===== config.mk =====
export PLATFORM = sky130hd
export DESIGN_NAME = l2_req_arbiter
export DESIGN_NICKNAME = d
export VERILOG_FILES = /design/src/rtl/l2_req_arbiter.sv
export SDC_FILE = /design/constraint.sdc
export NUM_CORES = 1
export LEC_CHECK = 0
export BUFFER_PORTS_ARGS = -buffer_cell sky130_fd_sc_hd__buf_4
export CAP_MARGIN = 20
export CORE_AREA = 4 4 379 381
export DETAILED_ROUTE_END_ITERATION = 8
export DIE_AREA = 0 0 383 385
export GPL_TIMING_DRIVEN = 0
export PLACE_DENSITY_LB_ADDON = 0.12
export REMOVE_ABC_BUFFERS = 1
export SYNTH_ARGS = -nofsm -noshare
export SYNTH_HDL_FRONTEND = slang
export SYNTH_SLANG_ARGS = --single-unit

===== constraint.sdc =====
create_clock -name clk_i -period 3.7 [get_ports clk_i]
set_clock_uncertainty 0.2 [all_clocks]
set_input_delay 0.74 -clock clk_i [delete_from_list [all_inputs] [get_ports clk_i]]
set_output_delay 0.74 -clock clk_i [all_outputs]
set_load 0.01 [all_outputs]

===== src/rtl/l2_req_arbiter.sv =====
// Round-robin arbiter sharing the single L2 request port between the L1 I- and D-miss paths.
// Optional statistics counters are enabled by defining L2_ARB_STATS_EN.
module l2_req_arbiter #(
    parameter int ADDR_W = 32,
    parameter int LINE_W = 128,
    parameter int CNT_W  = 32
) (
    input  logic              clk_i,
    input  logic              rst_i,
    input  logic              i_valid_i,
    input  logic              i_rw_i,
    input  logic [ADDR_W-1:0] i_addr_i,
    input  logic [LINE_W-1:0] i_wdata_i,
    output logic [LINE_W-1:0] i_rdata_o,
    output logic              i_ready_o,
    input  logic              d_valid_i,
    input  logic              d_rw_i,
    input  logic [ADDR_W-1:0] d_addr_i,
    input  logic [LINE_W-1:0] d_wdata_i,
    output logic [LINE_W-1:0] d_rdata_o,
    output logic              d_ready_o,
    output logic              l2_valid_o,
    output logic              l2_rw_o,
    output logic [ADDR_W-1:0] l2_addr_o,
    output logic [LINE_W-1:0] l2_wdata_o,
    input  logic [LINE_W-1:0] l2_rdata_i,
    input  logic              l2_ready_i,
    output logic [1:0]        grant_o,
    output logic [CNT_W-1:0]  no_grant_i_o,
    output logic [CNT_W-1:0]  no_grant_d_o,
    output logic [CNT_W-1:0]  no_conflict_o,
    output logic [1:0]        state_o
);

    // Handshake: an L1 holds valid (and payload) until its ready pulses; ready is a
    // single-cycle completion mirroring l2_ready_i for the granted side only.
    typedef enum logic [1:0] {
        IDLE   = 2'd0,
        BUSY_I = 2'd1,
        BUSY_D = 2'd2
    } state_t;

    state_t state, state_nxt;
    logic   last_d;
    logic   grant_i, grant_d;

    always_comb begin
        state_nxt = state;
        grant_i   = 1'b0;
        grant_d   = 1'b0;
        i_ready_o = 1'b0;
        d_ready_o = 1'b0;
        case (state)
            IDLE: begin
                // I wins a tie only when D owned the previous grant.
                if (i_valid_i && (!d_valid_i || last_d)) begin
                    grant_i   = 1'b1;
                    state_nxt = BUSY_I;
                end else if (d_valid_i) begin
                    grant_d   = 1'b1;
                    state_nxt = BUSY_D;
                end
            end
            BUSY_I: begin
                if (l2_ready_i) begin
                    i_ready_o = 1'b1;
                    state_nxt = IDLE;
                end
            end
            BUSY_D: begin
                if (l2_ready_i) begin
                    d_ready_o = 1'b1;
                    state_nxt = IDLE;
                end
            end
            default: state_nxt = IDLE;
        endcase
    end

    always_ff @(posedge clk_i) begin
        if (rst_i) begin
            state      <= IDLE;
            last_d     <= 1'b1;
            l2_rw_o    <= 1'b0;
            l2_addr_o  <= '0;
            l2_wdata_o <= '0;
        end else begin
            state <= state_nxt;
            if (grant_i) begin
                last_d     <= 1'b0;
                l2_rw_o    <= i_rw_i;
                l2_addr_o  <= i_addr_i;
                l2_wdata_o <= i_wdata_i;
            end else if (grant_d) begin
                last_d     <= 1'b1;
                l2_rw_o    <= d_rw_i;
                l2_addr_o  <= d_addr_i;
                l2_wdata_o <= d_wdata_i;
            end
        end
    end

    assign l2_valid_o = (state != IDLE);
    assign grant_o    = {state == BUSY_D, state == BUSY_I};
    assign i_rdata_o  = l2_rdata_i;
    assign d_rdata_o  = l2_rdata_i;
    assign state_o    = state;

`ifdef L2_ARB_STATS_EN
    logic conflict;
    assign conflict = (state == IDLE) && i_valid_i && d_valid_i;

    always_ff @(posedge clk_i) begin
        if (rst_i) begin
            no_grant_i_o  <= '0;
            no_grant_d_o  <= '0;
            no_conflict_o <= '0;
        end else begin
            if (grant_i)  no_grant_i_o  <= no_grant_i_o + 1'b1;
            if (grant_d)  no_grant_d_o  <= no_grant_d_o + 1'b1;
            if (conflict) no_conflict_o <= no_conflict_o + 1'b1;
        end
    end
`else
    assign no_grant_i_o  = '0;
    assign no_grant_d_o  = '0;
    assign no_conflict_o = '0;
`endif

endmodule


**Yosys cells after proc, flatten, opt, wreduce, memory -nomap -nowiden**

Index checks and enable logic that the tools add are counted.

- Equality and inequality tests: 4
- Mux-type cells: 20
- Reductions and logical operators: 8

Operators by type and width:

| cell | number |
|---|---|
| two-way mux 128 bit | 2 |
| two-way mux 32 bit | 2 |
| two-way mux 1 bit | 12 |
| two-way mux 2 bit | 3 |
| case mux 2 bit (2 select lines) | 1 |
| nonzero test 2 bit | 2 |
| inequality test 3 bit (second input constant) | 1 |
| == test 2 x 1 -> 1 bit (second input constant) | 1 |
| == test 2 bit (second input constant) | 1 |
| zero test 2 bit | 1 |
| inequality test 2 x 1 -> 1 bit (second input constant) | 1 |
| AND reduction 2 bit | 1 |
| OR reduction 2 bit | 1 |
| logical AND 1 bit | 1 |
| zero test 1 bit | 1 |
| logical OR 1 bit | 1 |

- Register bits after elaboration: 164
- Bits of input ports: 455
- Output and inout port bits: 520
- Word-level logic and storage cells: 37

**Logic depth before layout (Yosys ltp)**

Gate-level depths: netlist (run 1).

- Depth after elaboration: 7
- Mapped depth: 8
- Mapped depth without buffers: 5

**Worst setup path after synthesis (run 1)**

Ideal clock, no wire load.

- Path type: input port to flip-flop
- Start: in d_valid_i
- End: reg l2_wdata_o[100]
- Setup time: 122 ps
- Arrival: 1637 ps
- Required time: 3378 ps
- Slack: 1741 ps
- Cell stages on the path: 5
- Path buffers: 2
- Path through: nor2b_2 -> nor3_4 -> buf_2 -> buf_2 -> a221o_1

- Longest elaborated chain between the ends: 6
- Elaborated cells on any way between the ends: 10
- Classes of those cells: mux (6); reduce/logical (4)

Ends and longest elaborated chain:

| what | RTL line | RTL |
|---|---|---|
| from (decl) | 16 | `input logic d_valid_i,` |
| zero test 1 bit | 56 | `if (i_valid_i && (!d_valid_i \|\| last_d)) begin` |
| logical OR 1 bit | 56 |  |
| logical AND 1 bit | 56 |  |
| two-way mux 1 bit | 56 |  |
| two-way mux 1 bit | 53 | `case (state)` |
| two-way mux 128 bit / nonzero test 2 bit (equally long branches) | -- |  |
| to (signal assigned) | 93 | `l2_wdata_o <= i_wdata_i;` |
| to (signal assigned) | 98 | `l2_wdata_o <= d_wdata_i;` |
| to (decl) | 25 | `output logic [LINE_W-1:0] l2_wdata_o,` |

Parallel ways exist; a longest one is shown, timed or not.
A chain may end at the register's enable or synchronous reset.

**Worst setup path in the final report (run 1)**

- Start: reg state[0] (netlist: state_o[0])
- End: reg l2_wdata_o[39]

- Longest elaborated chain between the ends: 3
- Elaborated cells on any way between the ends: 5
- Classes of those cells: mux (3); reduce/logical (2)

Ends and longest elaborated chain:

| what | RTL line | RTL |
|---|---|---|
| from (decl) | 43 | `state_t state, state_nxt;` |
| from (signal assigned) | 88 | `state <= state_nxt;` |
| zero test 2 bit * | 53 |  |
| two-way mux 1 bit | 53 |  |
| two-way mux 128 bit / nonzero test 2 bit (equally long branches) | -- |  |

Mark *: on every way between the ends. The rest lies on a longest branch, timed or not.

==> results of run 1 <==
## registers in the layout, indices dropped and copies added, names as in the netlist
register,flops
state_o,2
l2_addr_o,32
l2_wdata_o,128
last_d,1
l2_rw_o,1
## metal layers
layer  wire length [um]  vias to the layer above  track usage (%)
met4               1360                       38             2.99
met3              25400                       83             16.3
met5               2140                        -             10.4
li1                   -                     3388                -
met1              33400                     4065             12.2
met2              30700                     1075             13.8
## power breakdown
part           switching, mW  internal, mW  leakage (nW)  total (mW)
clock network          0.971         0.957         0.274        1.93
registers              0.116          1.99          1.35        2.10
logic                  0.802         0.842          3.85        1.64
## Yosys cell counts (all sizes together)
master / count / share of area (%)
ha: 3 / 0.41
conb: 1 / 0.041
a221o: 161 / 17
nor2b: 2 / 0.16
and2: 3 / 0.20
inv: 3 / 0.12
nor3: 4 / 0.46
nor2: 1 / 0.041
buf: 391 / 31
nand2: 2 / 0.081
o21a: 3 / 0.24
nor3b: 162 / 13
dfxtp: 164 / 35
a211o: 1 / 0.095
clkbuf: 31 / 1.3
o21ba: 2 / 0.22
## stage by stage
step           hold WS [ns]  total power, mW  utilization (%)  area, um2  TNS [ns]
2_1_floorplan         0.294             2.70                -       6660   -113.98
3_3_place_gp          0.312             3.77             9.06      12700   -913.47
3_5_place_dp          0.329             3.84             9.50      13400         0
4_1_cts               0.143             5.91             9.91      13900         0
5_1_grt               0.167             6.05             9.91      13900         0
6_report              0.227             5.68             9.91      13900         0
## cell type report
| class | instances | area, um2 |
|---|---|---|
| repair buffers | 518 | 4330 |
| multi-input cells | 440 | 3370 |
| well taps | 1890 | 2360 |
| clock inverters | 8 | 63.8 |
| diodes | 1 | 2.50 |
| flip-flops and latches | 164 | 3280 |
| clock buffers | 24 | 502 |
| inverters | 3 | 11.3 |
| fillers | 16400 | 127000 |
## path summary, 6_finish.rpt
path	slack, ns	startpoint	end	cells past startpoint
setup / recovery	0.87	state_o[0]	l2_wdata_o[39]	10
hold / removal	0.23	d_wdata_i[49]	l2_wdata_o[49]	2
setup reg to reg	0.87	state_o[0]	l2_wdata_o[39]	10
hold reg to reg	0.35	last_d	last_d	1
## cells by family (layout without fill, tap and decap cells)
kind of cell,Yosys count,after routing,share of synthesized area (%)
adders and majority gates,3,3,0.406
AOI/OAI and AO/OA,167,167,18.0
other,1,97,0.0405
buffers and inverters,425,553,32.0
DFF,164,164,35.5
and+or+nand+nor,174,174,14.1
==> results.ini, run 1 <==
[placement]
port_buffers=494
dp_slack_ns=0.440
dp_cells=3015
place_congestion=0.708
dp_hpwl_mm=75.2

[sta]
hold_viol=0
rsz0062_at_grt=no
tightest_slew_ns=0.834
max_slew_margin_pct=44.4
maxSlewViolCount=0
setup_ws_ns=0.866
setup_viol=0
fin_crit_sh_pct=76.6
min_period_ns=2.83
max_freq_mhz=353

[die]
coreArea_um2=141000
die_y_um=385
ios=975
dieArea_um2=147000
core.rowCount=138
start_util_pct=6.59
die_w_um=383

[cts]
tritoncts=built
root_buffer=clkbuf_16
cts_buffer_depth=2
cts_sinks=164
cts_setup_buffers=0
clk_pin_slew_ns=0.09
holdBufCountCts=0
clk_latency_ns=0.51
h-tree-depth=4
cts_resized=0
cts_buffers=17

[detailed_routing]
via_per_inst=2.84
dr.pass1.iters=5
detail_route.wl_per_cell_um=30.5
finalWirelength_mm=93.0
drt_iter0_markers=661
drc_errors=0
vias=8649
postRouteAntennaNets=0

[pwr]
ir_drop_uv=263
powerDensity_nw_per_um2=408
power.leakage_nw=5.47

[global_route]
grt_pass1_wl_mm=113
grt_max_degree=87
grt_overflow=0
grt_use_total_pct=12.3
antenna_found_initial=4
grt_pass1_vias=8856

[finish]
area_growth_pct=50.4
fin_nets=1602
mostFrequentLayoutCells=493 x buf_4, 164 x dfxtp_1, 162 x nor3b_1
final_layout_size_suffix_gt1_share_pct=47.7
instances_no_fill=3048
layout_commonest_cell=buf_4

[synthesis]
synth_area_um2=9260
yosys_warnings=0
yosysSeqAreaShare_pct=35.5
yosys_register_bits=164
syn_area_per_cell_um2=9.91
synthCells=934
ys_types=19

[critical_path]
end_kind=flop
critPathMostFrequentCell=buf_16
crit_buf_inv=6
path_cells=inv_1 -> ha_1 -> nand2_1 -> nor3_4 -> buf_16 -> buf_16 -> buf_16 -> buf_8 -> buf_16 -> a221o_1
critPathKind=reg2reg
cp_max_fo=19
cp-start-kind=flop
worstPathArrival_ns=3.10
critPathSlowestCell=nor3_4
crit_required_ns=3.96
cpPeakStageDelay_ns=0.56
crit_family=buffers and inverters

[status]
status=completed

[worst_hold_path]
hold_class=in2reg

[run]
cap_violations=0

Note: power is estimated with default switching activity, not from simulation.
==> inputs of run 2 (changes only) <==
CORE_AREA = 4 4 372 374   (was 4 4 379 381)
DIE_AREA = 0 0 376 378   (was 0 0 383 385)
clock period = 2.4 ns   (was 3.7 ns; I/O delays follow)
==> results.ini, run 2 (same netlist as run 1, synthesis figures left out) <==
[worst_hold_path]
hold_class=in2reg

[pwr]
power.leakage_nw=6.92
powerDensity_nw_per_um2=560
power.total_mw=9.61
ir_drop_uv=463

[finish]
regMostFlops=l2_wdata_o
largest_reg_flops=128
fin_util_pct=12.7
instances_no_fill=3269
mostFrequentLayoutCells=499 x buf_4, 322 x dlygate4sd3_1, 162 x nor3b_1, 162 x dfxtp_1, 161 x a221o_1
layout_commonest_cell=buf_4
regArea_um2=3290
fin_nets=1932
final_layout_size_suffix_gt1_share_pct=38.1
fillerInstances=15400
area_growth_pct=85.3
multi_input_area_um2=3400

[cts]
h-tree-depth=4
tritoncts=built
cts_buffers=17
root_buffer=clkbuf_16
clk_latency_ns=0.53
clk_pin_slew_ns=0.09
cts_sinks=164
cts_buffer_depth=2

[global_route]
grt_pass1_wl_mm=118
grt_use_total_pct=13.1
grt_overflow=0
antenna_found_initial=5
grt_pass1_vias=10000
grt_max_degree=95

[sta]
maxSlewViolCount=0
hold_viol=0
rsz0062_at_grt=no
max_freq_mhz=431
setup_tns_ns=0
tightest_slew_ns=0.866
setup_viol=0
max_slew_margin_pct=42.2
fin_crit_sh_pct=96.7
setup_ws_ns=0.0798
min_period_ns=2.32

[die]
core.rowCount=135
ios=975
dieArea_um2=142000
die_y_um=378
start_util_pct=6.86
coreArea_um2=135000
die_w_um=376

[detailed_routing]
drt_iter0_markers=645
detail_route.wl_per_cell_um=29.2
via_per_inst=3.02
drc_errors=0
vias=9886
dr.pass1.iters=5
finalWirelength_mm=95.3
postRouteAntennaNets=0

[run]
cap_violations=0

[placement]
dp_cells=2906
dp_slack_ns=-0.689
port_buffers=494
place_congestion=0.673
dp_hpwl_mm=75.5

[critical_path]
worstPathArrival_ns=2.55
cp-start-kind=flop
cp_max_fo=12
critPathKind=reg2reg
crit_required_ns=2.63
end_kind=flop

[status]
status=completed

## run 2: changes by cell type in the layout (fill, tap and decap cells not counted), moves of 2 or more
cell,before,now
dlygate4sd3_1,0,322
buf_4,493,499
clkbuf_8,5,1
bufinv_16,0,3
inv_8,0,3
buf_12,0,2
buf_16,20,18
buf_6,0,2
buf_8,5,3
clkbuf_1,2,0
clkinvlp_4,2,0
dfxtp_1,164,162
dfxtp_2,0,2
nand2_1,2,0
## run 2: worst paths after layout
path | start | to | slack [ns] | cells after the start
worst min-delay path | i_valid_i | last_d | 0.12 | 3
worst min register to register | last_d | last_d | 0.34 | 1
worst max register to register | state_o[1] | l2_wdata_o[9] | 0.08 | 8
worst max-delay path | state_o[1] | l2_wdata_o[9] | 0.08 | 8
## run 2: final cells by class
class	count	area share, %
timing repair buffer	847	44.3
multi-input combinational	441	19.8
sequential	164	19.2
tap	1781	13.0
clock buffer	18	2.56
clock inverter	14	1.09
inverter	3	0.0656
antenna	1	0.0146
## run 2: power by group
part	total [mW]	internal (mW)	leakage, nW	switching [mW]
clock network	3.31	1.70	0.312	1.61
logic	3.06	1.69	5.25	1.37
registers	3.24	3.07	1.36	0.177
total	9.61	6.45	6.92	3.15
## run 2: timing repair
| item | in CTS | in global routing |
|---|---|---|
| resized for setup | 7 | 4 |
| hold endpoints to repair | 161 | 0 |
| pin swaps | 2 | 1 |
| setup buffers | 6 | 2 |
| hold buffers | 322 | 0 |
| setup endpoints to repair | 107 | 44 |
| cloned | 1 | 1 |
## run 2: critical path: stages (launching register included)
cell and delay [ns]:
dfxtp_2 0.36, inv_1 0.08, ha_4 0.20, nand2_4 0.09, nor3_4 0.05, buf_12 0.17
buf_16 0.14, a221o_1 0.34, dlygate4sd3_1 0.55
## run 2: stage by stage
stage / hold WS [ns] / instance area (um2)
after global routing: 0.0675 / 17200
final: 0.118 / 17200
after floorplan: 0.294 / 6660
after CTS: 0.0642 / 17100
after detailed placement: 0.325 / 13200
after global placement: 0.310 / 12600
## run 2: metal layers
| metal | GRT usage [%] | part of all wire, % | wire, um |
|---|---|---|---|
| met5 | 10.9 | 2.6 | 2460 |
| met4 | 3.43 | 1.8 | 1750 |
| met3 | 14.7 | 22 | 21300 |
| met2 | 15.6 | 34 | 32700 |
| met1 | 13.9 | 39 | 37100 |
